--- config.mk ---
export PLATFORM = sky130hd
export DESIGN_NAME = pb_event
export DESIGN_NICKNAME = d
export VERILOG_FILES = /design/src/rtl/pb_event_pkg.sv /design/src/rtl/pb_edge.sv /design/src/rtl/pb_event.sv
export SDC_FILE = /design/constraint.sdc
export NUM_CORES = 1
export LEC_CHECK = 0
export BUFFER_PORTS_ARGS = -buffer_cell sky130_fd_sc_hd__buf_4
export CAP_MARGIN = 10
export CORE_MARGIN = 3
export CORE_UTILIZATION = 42
export CTS_BUF_LIST = sky130_fd_sc_hd__clkbuf_8
export CTS_CLUSTER_DIAMETER = 50
export DETAILED_ROUTE_END_ITERATION = 10
export GPL_ROUTABILITY_DRIVEN = 0
export HOLD_SLACK_MARGIN = 0.03
export PLACE_DENSITY = 0.63
export RECOVER_POWER = 25
export SYNTH_ARGS = -nofsm -noshare
export SYNTH_HDL_FRONTEND = slang
export SYNTH_HIERARCHICAL = 1
export SYNTH_SLANG_ARGS = --single-unit
--- constraint.sdc ---
create_clock -name clk -period 1.9 [get_ports clk]
set_clock_uncertainty 0.05 [all_clocks]
set_input_delay 0.38 -clock clk [delete_from_list [all_inputs] [get_ports clk]]
set_output_delay 0.38 -clock clk [all_outputs]
set_load 0.02 [all_outputs]
--- src/rtl/pb_event_pkg.sv ---
// Shared definitions for the push-button event decoder: state encodings and
// default tick thresholds.
package pb_event_pkg;

    typedef enum logic [1:0] {
        IDLE    = 2'd0,
        PRESSED = 2'd1,
        REPEAT  = 2'd2
    } pb_state_t;

    localparam int LONG_TICKS_DEF   = 16;
    localparam int REPEAT_TICKS_DEF = 4;
    localparam int CNT_W_DEF        = 8;

endpackage

--- src/rtl/pb_edge.sv ---
// Edge detector for the active-low debounced button level. prev resets to 1
// so a button already held through reset still yields a press edge.
module pb_edge (
    input  logic clk,
    input  logic resetb,
    input  logic clean,
    output logic fall,
    output logic rise
);

    logic prev;

    always_ff @(posedge clk or negedge resetb) begin
        if (!resetb) prev <= 1'b1;
        else         prev <= clean;
    end

    assign fall = prev & ~clean;
    assign rise = ~prev & clean;

endmodule

--- src/rtl/pb_event.sv ---
// Push-button event decoder: press / release / long-press / auto-repeat pulses
// plus hold duration in slowref ticks. The release pulse port is named
// 'released' because 'release' is a reserved word.
module pb_event
    import pb_event_pkg::*;
#(
    parameter int LONG_TICKS   = LONG_TICKS_DEF,
    parameter int REPEAT_TICKS = REPEAT_TICKS_DEF,
    parameter int CNT_W        = CNT_W_DEF
) (
    input  logic             clk,
    input  logic             resetb,
    input  logic             slowref,
    input  logic             clean,
    output logic             press,
    output logic             released,
    output logic             long_press,
    output logic             rpt,
    output logic             held,
    output logic [CNT_W-1:0] held_ticks
);

    localparam logic [CNT_W-1:0] LONG_C  = CNT_W'(LONG_TICKS);
    localparam logic [CNT_W-1:0] RPT_C   = CNT_W'(REPEAT_TICKS);
    localparam logic [CNT_W-1:0] DUR_MAX = '1;

    pb_state_t        state, state_nx;
    logic [CNT_W-1:0] tick_cnt, tick_nx, tick_inc;
    logic [CNT_W-1:0] dur_cnt, dur_nx, dur_inc;
    logic [CNT_W-1:0] held_ticks_nx;
    logic             press_nx, rel_nx, long_nx, rpt_nx, held_nx;
    logic             fall, rise;

    pb_edge u_edge (
        .clk    (clk),
        .resetb (resetb),
        .clean  (clean),
        .fall   (fall),
        .rise   (rise)
    );

    assign tick_inc = tick_cnt + CNT_W'(1);
    assign dur_inc  = (dur_cnt == DUR_MAX) ? dur_cnt : dur_cnt + CNT_W'(1);

    // A release edge wins over a coincident strobe, so the strobe is neither
    // counted nor allowed to fire long_press/rpt.
    always_comb begin
        state_nx      = state;
        tick_nx       = tick_cnt;
        dur_nx        = dur_cnt;
        held_ticks_nx = held_ticks;
        held_nx       = held;
        press_nx      = 1'b0;
        rel_nx        = 1'b0;
        long_nx       = 1'b0;
        rpt_nx        = 1'b0;
        case (state)
            IDLE: begin
                if (fall) begin
                    state_nx = PRESSED;
                    press_nx = 1'b1;
                    held_nx  = 1'b1;
                    tick_nx  = '0;
                    dur_nx   = '0;
                end
            end
            PRESSED, REPEAT: begin
                if (rise) begin
                    state_nx      = IDLE;
                    rel_nx        = 1'b1;
                    held_nx       = 1'b0;
                    held_ticks_nx = dur_cnt;
                end else if (slowref) begin
                    dur_nx  = dur_inc;
                    tick_nx = tick_inc;
                    if (state == PRESSED && tick_inc == LONG_C) begin
                        long_nx  = 1'b1;
                        tick_nx  = '0;
                        state_nx = REPEAT;
                    end else if (state == REPEAT && tick_inc == RPT_C) begin
                        rpt_nx  = 1'b1;
                        tick_nx = '0;
                    end
                end
            end
            default: begin
                state_nx = IDLE;
                held_nx  = 1'b0;
                tick_nx  = '0;
                dur_nx   = '0;
            end
        endcase
    end

    always_ff @(posedge clk or negedge resetb) begin
        if (!resetb) begin
            state      <= IDLE;
            tick_cnt   <= '0;
            dur_cnt    <= '0;
            held_ticks <= '0;
            held       <= 1'b0;
            press      <= 1'b0;
            released   <= 1'b0;
            long_press <= 1'b0;
            rpt        <= 1'b0;
        end else begin
            state      <= state_nx;
            tick_cnt   <= tick_nx;
            dur_cnt    <= dur_nx;
            held_ticks <= held_ticks_nx;
            held       <= held_nx;
            press      <= press_nx;
            released   <= rel_nx;
            long_press <= long_nx;
            rpt        <= rpt_nx;
        end
    end

endmodule

# Word level (Yosys, flattened, before mapping)

Cells that the tools add are included.

Register bits after elaboration: 32
Bits in latches: 0
Memory bits (writable): 0
Memory bits (read-only): 0
Input port bits: 4
Output and inout port bits: 13
Word-level logic and storage cells: 68
Memories kept: 0

Add/sub/neg operators: 2
Multiply operators: 0
Divide/modulo/power cells: 0
Order comparisons: 0
Eq/ne operators: 12
Shifts and indexed selects: 0
Muxes and demuxes: 31
Bitwise gates (word level): 4
Reductions and logical operators: 9

Operator list:

| operator                                       | count |
|---|---|
| two-way mux 8 bit                              | 8 |
| case mux 8 bit (2 select lines)                | 2 |
| adder 8 x 1 -> 8 bit (second input constant)   | 2 |
| two-way mux 1 bit                              | 15 |
| != test 2 bit (second input constant)          | 5 |
| == test 8 x 3 -> 1 bit (second input constant) | 1 |
| == test 8 x 5 -> 1 bit (second input constant) | 1 |
| == test 8 bit (second input constant)          | 1 |
| two-way mux 2 bit                              | 4 |
| != test 3 bit (second input constant)          | 2 |
| AND reduction 3 bit                            | 2 |
| case mux 2 bit (2 select lines)                | 1 |
| AND reduction 2 bit                            | 2 |
| AND reduction 4 bit                            | 1 |
| AND 1 bit                                      | 2 |
| == test 2 x 1 -> 1 bit (second input constant) | 1 |
| == test 2 bit (second input constant)          | 1 |
| logical AND 1 bit                              | 2 |
| logical NOT 2 bit                              | 1 |
| inverter 1 bit                                 | 2 |
| case mux 1 bit (2 select lines)                | 1 |
| OR reduction 2 bit                             | 1 |

# Logic depth before layout (Yosys ltp)

Depth in word-level cells: 8
Gate-level depth with buffers: 7
Depth with buffers taken out: 7

# Cells and area by module

The synthesis kept the hierarchy.

By module, submodules not included:

| module   | instances | cells an instance | area an instance (µm²) |
|---|---|---|---|
| pb_event | 1         | 143               | 1532.7 |
| pb_edge  | 1         | 3                 | 41.3 |

# Least setup slack after synthesis

OpenSTA, ideal clock, no wires.

Path kind: register to register
From: register u_edge.prev
To: register dur_cnt[2]
Setup time: 87 ps
Data arrival time: 1679 ps
Required time: 1763 ps
Setup slack: 84 ps
Stages on the path, launching flop included: 7
Path buffers: 0
Clock period less this slack: 1816 ps
Cell sequence: dfstp_2 and2b_2 and2b_1 o21ai_2 a31o_4 or3_1 o211ai_1

Longest elaborated chain between the ends: 4
Elaborated cells between the ends (all ways): 6

RTL lines:

| item                          | RTL line        | source |
|---|---|---|
| start, declared               | pb_edge.sv:11   | `logic prev;` |
| start signal, assigned        | pb_edge.sv:15   | `else prev <= clean;` |
| inverter 1 bit                | pb_edge.sv:19   | `assign rise = ~prev & clean;` |
| AND 1 bit                     | pb_edge.sv:19   |  |
| net rise                      | pb_event.sv:32  | `logic fall, rise;` |
| != test 2 bit (no line)       | --              |  |
| AND reduction 4 bit (no line) | --              |  |
| end signal, assigned          | pb_event.sv:109 | `dur_cnt <= dur_nx;` |
| end, declared                 | pb_event.sv:29  | `logic [CNT_W-1:0] dur_cnt, dur_nx, dur_inc;` |

The timed path passes the listed nets, and every way through them passes these cells.
A chain may end at the register's enable or synchronous reset.

# Worst setup path after layout

Same ends and word-level chain as after synthesis.

==> impl_metrics.json <==
{
  "die_h_um": 67.22,
  "cp_cell_sequence": "and2b_2 -> and2b_2 -> o21ai_4 -> a31o_4 -> or3_1 -> o211ai_1",
  "layout_commonest_cell": "dfrtp_1",
  "ys_types": 39,
  "ys_warn_count": 6,
  "rows": 21,
  "nNetsFinal": 191,
  "overflow": 0,
  "irDropWorstVdd_uv": 732.2,
  "fin_hold_ws_ns": 0.1539,
  "drv_cap": 0,
  "end_kind": "flip-flop",
  "cpPeakStageDelay_ns": 0.52,
  "grt_pass1_wl_um": 5457,
  "multi_input_area_um2": 778.2,
  "synth_area_mm2": 0.001574,
  "slew_headroom_pct": 46.59,
  "numPortBuffers": 16,
  "path_clk_slew_ns": 0.06,
  "tns_ns": 0,
  "netlist_instances": 146,
  "grt_pass1_vias": 1156,
  "cts_max_path_buffers": 2,
  "p_leak_nw": 0.9294,
  "grt_max_degree": 33,
  "first_pass_iters": 4,
  "status": "completed",
  "fin_crit_sh_pct": 96.79,
  "synth_seq_cells": 32,
  "cellPowerDensity_mw_per_mm2": 1248,
  "syn-num-nets": 155,
  "min_period_ns": 1.839,
  "yosysSeqAreaShare_pct": 50.95,
  "worstPathArrival_ns": 1.99,
  "clkLatencyLatePin_ns": 0.28,
  "io_pins": 17,
  "die_x_um": 67.22,
  "area_delta_synth_final_pct": 27.34,
  "clock-sinks": 32,
  "cp_common_cell": "and2b_2",
  "num_vias": 1261,
  "htreeDepth": 2,
  "crit_fanout": 7,
  "cts-buffers-inserted": 5,
  "track_usage_pct": 16.43,
  "die_area_mm2": 0.004518,
  "setup_viol": 0,
  "coreArea_mm2": 0.003468,
  "start_util_pct": 45.38,
  "layout-drive-gt1-share_pct": 30.60,
  "dp_hpwl_um": 2213,
  "synth_async_sr_flop_share_pct": 100.0,
  "fmax_ghz": 0.5438,
  "route.antenna.remaining_nets": 0,
  "worst_pin_slew_ns": 0.8011,
  "fin_cells": 229,
  "hold_class": "input port to flip-flop",
  "drc": 0,
  "finalHoldViolCount": 0,
  "fillers": 309,
  "grt_antenna_before_repair": 0,
  "drt_iter0_drc": 63,
  "layout.cells.most_common_list": "dfrtp_1 (31), buf_4 (27), nand2_1 (16), nor2_1 (9), mux2_2 (8)",
  "wl_per_cell_um": 14.05,
  "worst_path_max_delay_cell": "dfstp_2",
  "synth_top_flop_cell": "dfrtp_1",
  "viasPerCell": 5.507,
  "crit_required_ns": 2.05,
  "maxSlewViolCount": 0,
  "cts_root_buf": "clkbuf_8",
  "placed_cells": 216,
  "cts_tree": "yes",
  "avgSynthCellArea_um2": 10.78,
  "register_area_um2": 802.0,
  "synth_edf_count": 0,
  "wirelength_um": 3217,
  "worstSetupPathType": "flip-flop to flip-flop",
  "rsz0062_at_grt": "no",
  "diodes": 0,
  "startpoint_type": "flip-flop"
}
[registers in the layout, indices dropped and copies added, names as in the netlist]
name         flops
press            1
dur_cnt          8
state            2
held_ticks       8
u_edge/prev      1
tick_cnt         8
released         1
long_press       1
held             1
rpt              1
[stage by stage]
stage	power (W)	util (%)	instance area [µm²]	worst slack [ns]
finish	0.002501	57.79	2004	0.06094
global route	0.002664	57.79	2004	0.001845
CTS	0.002435	56.28	1952	0.007522
detailed placement	0.001712	52.34	1815	0.04194
global placement	0.001689	52.34	1815	0.08560
floorplan	0.001393	-	1574	0.08402
[worst max-delay path: cells and delay by family (launching register included)]
family	cells	cell delay (ns)
AOI/OAI and AO/OA	3	0.41
DFF	1	0.52
and+or+nand+nor	3	0.78
[layer usage]
layer	global-route usage (%)	wire [µm]	vias up
met3	5.824	157	9
met2	23.19	1468	26
met4	8.101	68	0
li1	-	-	607
met5	0	0	-
met1	22.23	1523	619
[logic make-up (layout without fill, tap and decap cells)]
| kind of cell | count (synthesis) | count (layout) | share of synthesized area [%] |
|---|---|---|---|
| flip-flops | 32 | 32 | 50.95 |
| adder cells (fa/ha/maj) | 5 | 5 | 3.975 |
| XOR/XNOR | 1 | 1 | 0.5565 |
| buffers and inverters | 6 | 43 | 1.431 |
| AO/OA/AOI/OAI | 37 | 37 | 17.65 |
| AND/OR/NAND/NOR | 56 | 56 | 19.08 |
| multiplexers | 9 | 9 | 6.360 |
[synth_stat cells (3+ instances only)]
master	n	area, µm²
a21oi_1	6	30.03
nand4_1	3	18.77
nor2_1	9	33.78
nand2b_1	3	18.77
ha_1	5	62.56
nand3_1	6	30.03
o21ai_0	6	30.03
and3_1	4	25.02
mux2_2	8	90.09
dfrtp_1	31	775.7
a31oi_1	6	37.54
o31ai_1	4	30.03
inv_1	5	18.77
nand2_1	16	60.06
nor2b_1	4	25.02
[what timing repair did]
item,4_1_cts,5_1_grt
hold endpoints to repair,31,0
endpoints found under the setup margin,0,11
setup buffers,0,4
resized for setup,0,4
hold buffers,1,0
[worst paths after layout]
path	from	endpoint	slack [ns]	depth (start not counted)
max in group asynchronous	resetb	long_press$_DFF_PN0_	0.63	2
worst min-delay path	clean	u_edge/prev$_DFF_PN1_	0.15	1
worst max-delay path	u_edge/prev$_DFF_PN1_	dur_cnt[2]$_DFFE_PN0P_	0.06	6
min in group asynchronous	resetb	dur_cnt[7]$_DFFE_PN0P_	0.66	2
worst min register to register	held_ticks[7]$_DFFE_PN0P_	held_ticks[7]$_DFFE_PN0P_	0.43	2
worst max register to register	u_edge/prev$_DFF_PN1_	dur_cnt[2]$_DFFE_PN0P_	0.06	6
[area by class of cell]
| cell class | count | area share (%) |
|---|---|---|
| clock buffer | 7 | 4.806 |
| inverter | 5 | 0.9363 |
| multi-input combinational | 108 | 38.83 |
| tap | 46 | 2.871 |
| clock inverter | 1 | 1.498 |
| sequential | 32 | 40.01 |
| timing repair buffer | 30 | 11.05 |
[power breakdown]
| group | leakage (nW) | internal (W) | switching [W] |
|---|---|---|---|
| registers | 0.436 | 0.000820 | 0.000123 |
| clock network | 0.0645 | 0.000462 | 0.000246 |
| logic | 0.429 | 0.000414 | 0.000436 |
Power figures use the tool's default switching activity.
